--- src/rtl/logic_pll_reset_sequencer.sv ---
// Releases a bank of active-low resets one by one, STEP_DELAY_NS apart,
// once the PLL lock has been stable for LOCK_STABLE_NS; any lock loss or request restarts.
module logic_pll_reset_sequencer #(
  parameter int unsigned CLOCK_FREQUENCY_HZ = 100_000_000,
  parameter int unsigned OUTPUTS            = 4,
  parameter int unsigned LOCK_STABLE_NS     = 10_000,
  parameter int unsigned STEP_DELAY_NS      = 1_000
) (
  input  logic               aclk,
  input  logic               areset_n,
  input  logic               locked,
  input  logic               request,
  output logic [OUTPUTS-1:0] reset_n,
  output logic               ready
);

  localparam longint unsigned NS_PER_S   = 64'd1_000_000_000;
  localparam longint unsigned STABLE_RAW =
    (64'(LOCK_STABLE_NS) * 64'(CLOCK_FREQUENCY_HZ) + NS_PER_S - 64'd1) / NS_PER_S;
  localparam longint unsigned STEP_RAW   =
    (64'(STEP_DELAY_NS) * 64'(CLOCK_FREQUENCY_HZ) + NS_PER_S - 64'd1) / NS_PER_S;
  localparam int unsigned STABLE_CYCLES = (STABLE_RAW == 64'd0) ? 1 : 32'(STABLE_RAW);
  localparam int unsigned STEP_CYCLES   = (STEP_RAW == 64'd0) ? 1 : 32'(STEP_RAW);
  localparam int unsigned MAX_CYCLES    = (STABLE_CYCLES > STEP_CYCLES) ? STABLE_CYCLES : STEP_CYCLES;
  localparam int unsigned CNT_W         = $clog2(MAX_CYCLES + 1);
  localparam int unsigned IDX_W         = $clog2(OUTPUTS + 1);

  typedef enum logic [1:0] {
    WAIT_LOCK = 2'd0,
    STABLE    = 2'd1,
    RELEASE   = 2'd2,
    READY     = 2'd3
  } state_t;

  state_t             state_q, state_d;
  logic [CNT_W-1:0]   cnt_q, cnt_d;
  logic [IDX_W-1:0]   idx_q, idx_d;
  logic [OUTPUTS-1:0] reset_n_d;
  logic               ready_d;
  logic [1:0]         sync;
  logic               run;
  logic               ok;

  // Deassertion of areset_n is synchronized; assertion stays asynchronous.
  always_ff @(posedge aclk or negedge areset_n) begin
    if (!areset_n) sync <= 2'b00;
    else           sync <= {sync[0], 1'b1};
  end

  assign run = sync[1];
  assign ok  = locked & ~request;

  always_ff @(posedge aclk or negedge areset_n) begin
    if (!areset_n) begin
      state_q <= WAIT_LOCK;
      cnt_q   <= '0;
      idx_q   <= '0;
      reset_n <= '0;
      ready   <= 1'b0;
    end else if (run) begin
      state_q <= state_d;
      cnt_q   <= cnt_d;
      idx_q   <= idx_d;
      reset_n <= reset_n_d;
      ready   <= ready_d;
    end
  end

  always_comb begin
    state_d   = state_q;
    cnt_d     = cnt_q;
    idx_d     = idx_q;
    reset_n_d = reset_n;
    ready_d   = ready;

    case (state_q)
      WAIT_LOCK: begin
        reset_n_d = '0;
        ready_d   = 1'b0;
        cnt_d     = '0;
        idx_d     = '0;
        if (ok) begin
          if (STABLE_CYCLES == 1) begin
            state_d = RELEASE;
          end else begin
            state_d = STABLE;
            cnt_d   = CNT_W'(1);
          end
        end
      end
      STABLE: begin
        if (cnt_q == CNT_W'(STABLE_CYCLES - 1)) begin
          state_d = RELEASE;
          cnt_d   = '0;
          idx_d   = '0;
        end else begin
          cnt_d = cnt_q + CNT_W'(1);
        end
      end
      RELEASE: begin
        if (cnt_q == CNT_W'(STEP_CYCLES - 1)) begin
          // Shift in one more released bit, lowest index first.
          reset_n_d = OUTPUTS'({reset_n, 1'b1});
          cnt_d     = '0;
          idx_d     = idx_q + IDX_W'(1);
          if (idx_q == IDX_W'(OUTPUTS - 1)) state_d = READY;
        end else begin
          cnt_d = cnt_q + CNT_W'(1);
        end
      end
      READY: begin
        reset_n_d = '1;
        ready_d   = 1'b1;
      end
      default: state_d = WAIT_LOCK;
    endcase

    // Lock loss or a re-run request drops every reset at once.
    if (state_q != WAIT_LOCK && !ok) begin
      state_d   = WAIT_LOCK;
      cnt_d     = '0;
      idx_d     = '0;
      reset_n_d = '0;
      ready_d   = 1'b0;
    end
  end

endmodule

--- config.mk ---
export PLATFORM = sky130hd
export DESIGN_NAME = logic_pll_reset_sequencer
export DESIGN_NICKNAME = d
export VERILOG_FILES = /design/src/rtl/logic_pll_reset_sequencer.sv
export SDC_FILE = /design/constraint.sdc
export NUM_CORES = 1
export LEC_CHECK = 0
export CORE_MARGIN = 4
export CORE_UTILIZATION = 60
export DETAILED_ROUTE_END_ITERATION = 10
export MAX_ROUTING_LAYER = met4
export PLACE_DENSITY = 0.88
export SLEW_MARGIN = 15
export SYNTH_ARGS = -nofsm -noshare
export SYNTH_HDL_FRONTEND = slang
export SYNTH_SLANG_ARGS = --single-unit
--- constraint.sdc ---
create_clock -name aclk -period 5.7 [get_ports aclk]
set_input_delay 1.425 -clock aclk [delete_from_list [all_inputs] [get_ports aclk]]
set_output_delay 1.425 -clock aclk [all_outputs]
set_load 0.01 [all_outputs]
==> results.cfg <==
[run_status]
outcome = complete, no violations

[timing]
fin_ws_ns = 2.63
setup_violations = 0
hold_slack_ns = 0.371
finalWorstPathRequiredPeriod_ns = 3.07
finalCritPeriodShare_pct = 53.9
clock-skew-final_ns = 0.00594
report.final.slew_viol_count = 0
maxSlewHeadroom_pct = 34.7
worst_pin_slew_ns = 0.976
tns_ns = 0
hold_viol = 0
timing.fmax_mhz = 326
rsz0062_at_grt = no

[routing]
drt_iter0_drc = 20
routed_wl_um = 2470
vias_per_cell = 6.09
antenna_left = 0
firstDrtPassIters = 4
drc = 0
vias = 1011
wl_per_cell_um = 14.9

[worst_hold_path]
min_path_cells = 0
holdCritPathClass = reg2reg

[floorplan]
die_y_um = 54.8
rows = 16
die_w_um = 54.8
io_pins = 9
start_util_pct = 65.0
core_um2 = 2020
die_area_um2 = 3000

[yosys]
synth_top_cells_by_area = dfrtp_1, ha_1, mux2_2, a22o_1, nor2_1
ys_seq_elements = 22
syn_nets = 140
async_reset_ff_share_pct = 100
yosysMostFrequentCell = dfrtp_1
ys.flop_type = dfrtp_1
postSynthCellCount = 129
synth_edf_count = 0
netlist_area_um2 = 1310
synth_largest_area_cell = dfrtp_1
synth_top_cell_area_share_pct = 41.9
synth_area_per_cell_um2 = 10.2
ys_seq_area_share_pct = 41.9
ys_types = 36
yosys_warnings = 0
synth_common_cells = dfrtp_1, nor2_1, o21ai_0

[setup_path]
critPathMaxFanout = 8
endpoint_kind = flop
crit_path_start_kind = primary input
cp_slowest_cell = o31ai_4
path_depth = 6
cp_num_buf_inv = 1
critPathMaxStageDelay_ns = 0.44
r2r_setup_slack_ns = 3.57
cp.required_ns = 5.92
critical_path_class = in2reg
path_cells = clkdlybuf4s50_1, and2b_1, a21oi_1, o31ai_4, nor2_1, a22o_1
reg2regPathDepth = 6
worstPathArrival_ns = 3.29
cpLargestDelayFamily = compound AO/OA/AOI/OAI gates

[clocking]
htreeDepth = 1
clock-sinks = 22
cts_buffers = 3
cts_buffer_depth = 2
post_cts_buffers = 0
path_clk_slew_ns = 0.12
cts_resized = 0
clockRootBuffer = clkbuf_4
cts_tree = done
hold_buffers = 0
clock_latency_ns = 0.31

[grt]
grt_pass1_vias = 1030
grt_max_degree = 23
grt_pass1_wl_um = 4400
grt_use_total_pct = 21.2
antenna_found_initial = 0
overflow = 0

[power_and_ir_drop]
power_leakage_uw = 0.000692
p_total_uw = 570
ir_drop_mv = 0.252
p_per_area_nw_per_um2 = 392

[placed_design]
place_ws_ns = 2.30
gp_congestion = 0.841
portBuffers = 8
hpwl_um = 1840

[layout]
n_antenna_cell = 0
areaGrowthSynthToFinish_pct = 10.9
drive_gt1_share_pct = 15.8
layout.nets = 151

[flow_run]
maxCapViolations = 0
-- flip-flops by register name, indices dropped and copies added (netlist names) --
name     flops
idx_q        3
cnt_q       10
sync         2
state_q      2
ready        1
reset_n      4
-- cells by family after synthesis --
logic type                 after synthesis  share of synthesized area [%]
adders and majority gates                7                           6.67
DFF                                     22                           41.9
buffers and inverters                    6                           1.71
other                                    1                          0.285
and+or+nand+nor                         48                           19.5
muxes                                    9                           7.90
AOI/OAI and AO/OA                       36                           22.0
-- placed cells by master, fill, tap and decap left out, types with 3 or more instances in the layout --
cell	instances
clkbuf_4	3
mux2_2	7
o21ai_0	10
clkdlybuf4s50_1	8
ha_1	7
nand2b_1	3
dfrtp_1	22
nand3_1	5
nor2b_1	5
a22o_1	7
nand2_1	8
nor2_1	14
and3_1	6
a21oi_1	7
inv_1	4
-- per-stage QoR --
step | utilization, % | cell area, µm² | instances
finish | 72.0 | 1460 | 166
floorplan | - | 1310 | 129
global route | 72.0 | 1460 | 166
global placement | 70.2 | 1420 | 162
detailed placement | 70.2 | 1420 | 162
CTS | 72.0 | 1460 | 166
-- metal layers --
metal | up-vias | wire (µm) | part of all wire, % | global-route usage [%]
li1 | 489 | - | - | -
met1 | 496 | 1160 | 47 | 26.0
met2 | 22 | 1190 | 48 | 36.2
met3 | 4 | 87 | 3.5 | 2.45
met4 | 0 | 29 | 1.2 | 6.64
met5 | - | 0 | 0 | -
-- worst paths after layout --
check / start / to
worst max-delay path: request / cnt_q[2]
worst min-delay path: sync[0] / sync[1]
worst max register to register: state_q[1] / cnt_q[2]
worst min register to register: sync[0] / sync[1]
max in group asynchronous: areset_n / sync[1]
min in group asynchronous: areset_n / cnt_q[8]
-- layout make-up --
type / instances / area [µm²]
sequential: 22 / 551
fill: 153 / 566
multi-input combinational: 101 / 741
clock buffer: 4 / 36.3
tap: 27 / 33.8
timing repair buffer: 8 / 80.1
inverter: 4 / 15.0
-- where the power goes --
| group | switching [µW] | leakage [µW] | total, µW | internal, µW |
|---|---|---|---|---|
| Combinational | 158 | 0.000374 | 278 | 120 |
| Clock | 47.4 | 0.0000210 | 86.4 | 39.0 |
| Sequential | 23.5 | 0.000297 | 206 | 182 |
Note: power is estimated with default switching activity, not from simulation.
